`src/rtl/uart_rx_pkg.sv`:
```
// Shared types and constants for the UART receive datapath.
// Optional build macro RX_MAJORITY_SAMPLE_EN is consumed by uart_rx_bit_sampler.
package uart_rx_pkg;

  localparam int OVS_DEFAULT = 16;

  localparam logic [1:0] PAR_NONE0 = 2'b00;
  localparam logic [1:0] PAR_ODD   = 2'b01;
  localparam logic [1:0] PAR_EVEN  = 2'b10;
  localparam logic [1:0] PAR_NONE1 = 2'b11;

  typedef enum logic [2:0] {
    ST_IDLE,
    ST_START,
    ST_DATA,
    ST_PARITY,
    ST_STOP,
    ST_DONE
  } rx_state_e;

  function automatic logic parity_enabled(input logic [1:0] ptype);
    return (ptype == PAR_ODD) || (ptype == PAR_EVEN);
  endfunction

endpackage

```
`src/rtl/uart_rx_bit_sampler.sv`:
```
// Rx line synchronizer plus bit-value sampler.
// With RX_MAJORITY_SAMPLE_EN defined the sampled bit is a 2-of-3 vote around the sample tick.
module uart_rx_bit_sampler #(
  parameter int SYNC_FF = 2
) (
  input  logic clk,
  input  logic rst_n,
  input  logic rx,
  output logic level,
  output logic sample_bit
);

  logic [SYNC_FF-1:0] sync_reg;

  always_ff @(posedge clk or negedge rst_n) begin
    if (!rst_n) begin
      sync_reg <= '1;
    end else begin
      sync_reg <= {sync_reg[SYNC_FF-2:0], rx};
    end
  end

  assign level = sync_reg[SYNC_FF-1];

`ifdef RX_MAJORITY_SAMPLE_EN
  // The vote uses one tick behind, the current level, and the stage one tick ahead,
  // so the decision stays centred on the same sample tick as the single-sample build.
  logic prev_reg;
  logic ahead;

  always_ff @(posedge clk or negedge rst_n) begin
    if (!rst_n) begin
      prev_reg <= 1'b1;
    end else begin
      prev_reg <= level;
    end
  end

  assign ahead      = sync_reg[SYNC_FF-2];
  assign sample_bit = (prev_reg & level) | (prev_reg & ahead) | (level & ahead);
`else
  assign sample_bit = level;
`endif

endmodule

```
`src/rtl/uart_rx_sipo.sv`:
```
// UART receive serial-in/parallel-out datapath: start detect, LSB-first data, parity, stop.
// Build macro RX_MAJORITY_SAMPLE_EN selects 2-of-3 majority bit sampling.
module uart_rx_sipo
  import uart_rx_pkg::*;
#(
  parameter int OVS     = OVS_DEFAULT,
  parameter int SYNC_FF = 2
) (
  input  logic       BaudOut,
  input  logic       ResetN,
  input  logic       RxIn,
  input  logic [1:0] ParityType,
  input  logic       StopBits,
  input  logic       DataLength,
  output logic [7:0] DataParl,
  output logic       ActiveFlag,
  output logic       DoneFlag,
  output logic       ParityError,
  output logic       StopError
);

  localparam int CW = $clog2(OVS);
  localparam logic [CW-1:0] HALF_LAST = CW'(OVS / 2 - 1);
  localparam logic [CW-1:0] BIT_LAST  = CW'(OVS - 1);

  logic level;
  logic sample_bit;

  uart_rx_bit_sampler #(.SYNC_FF(SYNC_FF)) u_sampler (
    .clk        (BaudOut),
    .rst_n      (ResetN),
    .rx         (RxIn),
    .level      (level),
    .sample_bit (sample_bit)
  );

  rx_state_e     state_reg;
  logic [CW-1:0] cnt_reg;
  logic [2:0]    bit_cnt_reg;
  logic          stop_cnt_reg;
  logic [7:0]    shift_reg;
  logic          par_bit_reg;
  logic          stop_err_reg;
  logic          armed_reg;
  logic [1:0]    cfg_par_reg;
  logic          cfg_stop2_reg;
  logic          cfg_len8_reg;
  logic [7:0]    data_reg;
  logic          active_reg;
  logic          done_reg;
  logic          perr_reg;
  logic          serr_reg;

  logic       bit_tick;
  logic [2:0] last_data;
  logic [7:0] frame_data;
  logic       par_xor;
  logic       par_err;

  assign bit_tick   = (cnt_reg == BIT_LAST);
  assign last_data  = cfg_len8_reg ? 3'd7 : 3'd6;
  // In 7-bit mode the bits were shifted in only seven times, so they sit one place high.
  assign frame_data = cfg_len8_reg ? shift_reg : {1'b0, shift_reg[7:1]};
  assign par_xor    = (^frame_data) ^ par_bit_reg;
  assign par_err    = (cfg_par_reg == PAR_ODD)  ? ~par_xor :
                      (cfg_par_reg == PAR_EVEN) ?  par_xor : 1'b0;

  always_ff @(posedge BaudOut or negedge ResetN) begin
    if (!ResetN) begin
      state_reg     <= ST_IDLE;
      cnt_reg       <= '0;
      bit_cnt_reg   <= '0;
      stop_cnt_reg  <= 1'b0;
      shift_reg     <= '0;
      par_bit_reg   <= 1'b0;
      stop_err_reg  <= 1'b0;
      armed_reg     <= 1'b0;
      cfg_par_reg   <= PAR_NONE0;
      cfg_stop2_reg <= 1'b0;
      cfg_len8_reg  <= 1'b0;
      data_reg      <= '0;
      active_reg    <= 1'b0;
      done_reg      <= 1'b0;
      perr_reg      <= 1'b0;
      serr_reg      <= 1'b0;
    end else begin
      done_reg <= 1'b0;
      // A held-low line (break) must go high once before a new start is accepted.
      if (level) begin
        armed_reg <= 1'b1;
      end

      if (state_reg == ST_DATA || state_reg == ST_PARITY || state_reg == ST_STOP) begin
        cnt_reg <= bit_tick ? '0 : cnt_reg + CW'(1);
      end

      case (state_reg)
        ST_IDLE: begin
          if (armed_reg && !level) begin
            state_reg     <= ST_START;
            cnt_reg       <= '0;
            bit_cnt_reg   <= '0;
            stop_cnt_reg  <= 1'b0;
            stop_err_reg  <= 1'b0;
            armed_reg     <= 1'b0;
            cfg_par_reg   <= ParityType;
            cfg_stop2_reg <= StopBits;
            cfg_len8_reg  <= DataLength;
          end
        end
        ST_START: begin
          if (cnt_reg == HALF_LAST) begin
            cnt_reg <= '0;
            if (sample_bit) begin
              state_reg <= ST_IDLE;
            end else begin
              active_reg <= 1'b1;
              state_reg  <= ST_DATA;
            end
          end else begin
            cnt_reg <= cnt_reg + CW'(1);
          end
        end
        ST_DATA: begin
          if (bit_tick) begin
            shift_reg <= {sample_bit, shift_reg[7:1]};
            if (bit_cnt_reg == last_data) begin
              bit_cnt_reg <= '0;
              state_reg   <= parity_enabled(cfg_par_reg) ? ST_PARITY : ST_STOP;
            end else begin
              bit_cnt_reg <= bit_cnt_reg + 3'd1;
            end
          end
        end
        ST_PARITY: begin
          if (bit_tick) begin
            par_bit_reg <= sample_bit;
            state_reg   <= ST_STOP;
          end
        end
        ST_STOP: begin
          if (bit_tick) begin
            if (!sample_bit) begin
              stop_err_reg <= 1'b1;
            end
            if (cfg_stop2_reg && !stop_cnt_reg) begin
              stop_cnt_reg <= 1'b1;
            end else begin
              state_reg  <= ST_DONE;
              active_reg <= 1'b0;
              done_reg   <= 1'b1;
              data_reg   <= frame_data;
              perr_reg   <= par_err;
              serr_reg   <= stop_err_reg | ~sample_bit;
            end
          end
        end
        ST_DONE: begin
          state_reg <= ST_IDLE;
        end
        default: begin
          state_reg <= ST_IDLE;
        end
      endcase
    end
  end

  assign DataParl    = data_reg;
  assign ActiveFlag  = active_reg;
  assign DoneFlag    = done_reg;
  assign ParityError = perr_reg;
  assign StopError   = serr_reg;

endmodule
```
`config.mk`:
```
export PLATFORM = sky130hd
export DESIGN_NAME = uart_rx_sipo
export DESIGN_NICKNAME = d
export VERILOG_FILES = /design/src/rtl/uart_rx_pkg.sv /design/src/rtl/uart_rx_bit_sampler.sv /design/src/rtl/uart_rx_sipo.sv
export SDC_FILE = /design/constraint.sdc
export NUM_CORES = 1
export LEC_CHECK = 0
export CORE_MARGIN = 2
export CORE_UTILIZATION = 24
export DETAILED_ROUTE_END_ITERATION = 10
export SYNTH_ARGS = -nofsm -noshare
export SYNTH_HDL_FRONTEND = slang
export SYNTH_SLANG_ARGS = --single-unit
```
`constraint.sdc`:
```
create_clock -name BaudOut -period 1.87 [get_ports BaudOut]
set_clock_uncertainty 0.1 [all_clocks]
set_input_delay 0.2805 -clock BaudOut [delete_from_list [all_inputs] [get_ports BaudOut]]
set_output_delay 0.2805 -clock BaudOut [all_outputs]
set_load 0.01 [all_outputs]
```
==> impl_results.md, run 1 <==
- Status: completed
- Vias: 1384
- Post-layout util: 31.7%
- Root Driver: clkbuf_8
- Ys Warns: 0
- Worst Path Required: 1.99 ns
- Hold WC Path Type: reg -> reg
- Routed Antenna Nets: 0
- DIE HEIGHT: 93.9 um
- Reg-to-reg setup timing slack: 0.04 ns
- Avg WL per Cell: 11.5 um
- Clock Tree Buf Depth: 2
- Cells after Synth: 187
- Worst-Skew Late Latency: 0.28 ns
- Post-synthesis sequential area ratio: 51.7%
- Vias in the first global route: 1369
- H-tree Lvls: 2
- Worst slew margin: 68.0%
- Endpoint class of the critical path: register
- Peak VDD IR: 0.325 mV
- Main combinational cell family by area after synthesis: simple AND/OR/NAND/NOR gates
- Synth unique cells: 36
- Synth top area share: 49.0%
- Fin crit period: 1.83 ns
- Area Overhead vs Synth: 27.2%
- Std-Cell Rows: 32
- Unrepaired setup endpoints after global routing: yes
- Crit. Startpoint: cfg_len8_reg$_DFFE_PN0P_
- Fin. max-slew vios: 0
- Dpl hpwl: 2.73 mm
- Post-synthesis mux area share: 12.8%
- Total CTS buffers: 5
- Crit path DAT: 1.95 ns
- Die area: 8820 um^2
- Pleak: 1.12 nW
- Worst Max-Slew Pin Slew: 0.479 ns
- Crit share post-route: 97.7%
- Reg2Reg Launch Point: cfg_len8_reg$_DFFE_PN0P_
- Routed WL: 3.69 mm
- Antenna violations before repair: 0
- Vias per inst: 4.30
- Synth Area in Simple Gates: 14.1%
- CTS tree: built
- Critical Path Fanout Max: 10
- Antenna Diode Count: 0
- First-pass GRT wire length: 6.19 mm
- Largest net degree at the start of global routing: 22
- Maxcap violations: 0
- Clock transition at the registers of the reported paths: 0.07 ns
- Worst R2R End: ParityError$_DFFE_PN0P_
- CTS Sinks: 40
- Synth area leader: dfrtp_1
- Final setup fails: 0
- Post-synthesis compound-gate area fraction: 10.4%
- Synthesized area: 1940 um^2
- Non-Filler Instances: 322
- Syn Area/Cell: 10.4 um^2
- Largest cells by area after synthesis: dfrtp_1, mux2_2, nand2_1, mux2i_1, o21ai_0
- Min-Delay Path Depth: 0
- Maximum clock rate: 547 MHz
- Total GRT Usage: 9.01%
- Commonest non-fill, non-tap cell in the layout: dfrtp_1
- Drt first pass iters: 4
- Crit start category: register
- Post-synthesis adder-cell area fraction: 2.58%
- Final Hold Vio Count: 0
- Initial core utilization: 25.0%
- Total core area: 7770 um^2
- Die Wd: 93.9 um
- Iteration-0 DRC Markers: 43
- Placed Instance Area: 2330 um^2
- Post-synthesis xor/xnor area fraction: 4.97%
- Syn_nets: 198
- Critical path type: reg -> reg
- I/O pins: 19
- Worst reg2reg path depth: 6
- I/O Buffers: 18
- WHS: 0.258 ns
- Min-Delay Startpoint: u_sampler.sync_reg[0]$_DFF_PN1_
- Dpl cells: 313
- Gr ovfl total: 0
- WHS Endpoint: u_sampler.sync_reg[1]$_DFF_PN1_
- Routability cong.: 0.843
- Most frequent cells in the layout: dfrtp_1, nand2_1, o21ai_0, clkdlybuf4s50_1, mux2_2
- Final nets: 231
- Layout cells sized above 1: 20.9%
- Design area: 2470 um^2
- Cell Pwr Density: 1070 nW/um^2
- Remaining DRCs: 0
- #FFs+latches synth: 40
## worst max-delay path, stage by stage, from the launching register on
cell and delay, ns:
dfrtp_1 0.42, buf_6 0.19, mux2i_2 0.23, xnor2_1 0.16, xnor2_1 0.11, or4b_1 0.47, nand3_1 0.09
## layout make-up
class | instances | area (um^2)
inverters | 9 | 33.8
repair buffers | 32 | 312
fillers | 811 | 5300
flip-flops and latches | 40 | 1000
multi-input cells | 132 | 892
well taps | 102 | 128
clock buffers | 7 | 96.3
## cells in the mapped netlist (all sizes together)
library cell  count
a211o             1
a211oi            1
a21oi             9
a22o              1
a31o              1
a32o              1
and2              1
and2b             1
and3              1
and4              1
buf               2
clkbuf            4
dfrtp            38
dfstp             2
ha                4
inv               9
mux2             12
mux2i            11
nand2            27
nand2b            3
nand3             9
nor2              9
nor2b             2
nor3              2
o21a              1
o21ai            18
o221ai            1
o22ai             1
or2               1
or3               1
or4b              1
xnor2             7
xor2              4
## what timing repair did
item,in CTS,in global routing
buffers inserted,0,1
hold buffers,1,0
endpoints found under the setup margin,1,7
pin swaps,0,1
hold endpoints to repair,19,0
gates resized for setup,1,7
## layer usage
metal | share of wire (%) | GRT usage [%] | vias to the layer above
met2 | 46 | 14.0 | 19
met5 | 0 | 0 | -
met3 | 3.2 | 2.57 | 5
li1 | - | - | 704
met1 | 49 | 11.4 | 656
met4 | 2.0 | 4.35 | 0
## through the flow
step,setup slack [ns],TNS [ns],power (mW)
2_1_floorplan,0.0841,0,1.71
3_3_place_gp,0.0482,0,1.98
3_5_place_dp,0.0199,0,1.99
4_1_cts,0.00355,0,2.60
5_1_grt,-0.0715,-0.0715,2.82
6_report,0.0422,0,2.63
## power by group
part | internal, mW | leakage, nW | switching [mW]
Clock | 0.328 | 0.0503 | 0.275
Combinational | 0.453 | 0.539 | 0.437
Sequential | 0.998 | 0.530 | 0.139
Total | 1.78 | 1.12 | 0.851
## cells by family (layout without fill, tap and decap cells)
kind of cell	after synthesis	count (layout)
and+or+nand+nor	59	59
DFF	40	40
AOI/OAI and AO/OA	35	35
muxes	23	23
buffers and inverters	15	48
xor gates and xnor gates	11	11
adders and majority gates	4	4
## how the worst max path moves through the flow
| stage | to | slack, ns | cells past startpoint |
|---|---|---|---|
| after floorplan | ParityError$_DFFE_PN0P_ | 0.08 | 8 |
| after global placement | ParityError$_DFFE_PN0P_ | 0.05 | 6 |
| after detailed placement | ParityError$_DFFE_PN0P_ | 0.02 | 6 |
| after CTS | ParityError$_DFFE_PN0P_ | 0.004 | 6 |
| after global routing | ParityError$_DFFE_PN0P_ | -0.07 | 6 |
| final | ParityError$_DFFE_PN0P_ | 0.04 | 6 |
(Power assumes the default switching activity.)
==> inputs of run 2 (changes only) <==
- ABC_AREA: not set -> 0
==> results of run 2 <==
Same layout as run 1: the final DEF is identical, and so are final timing and power.
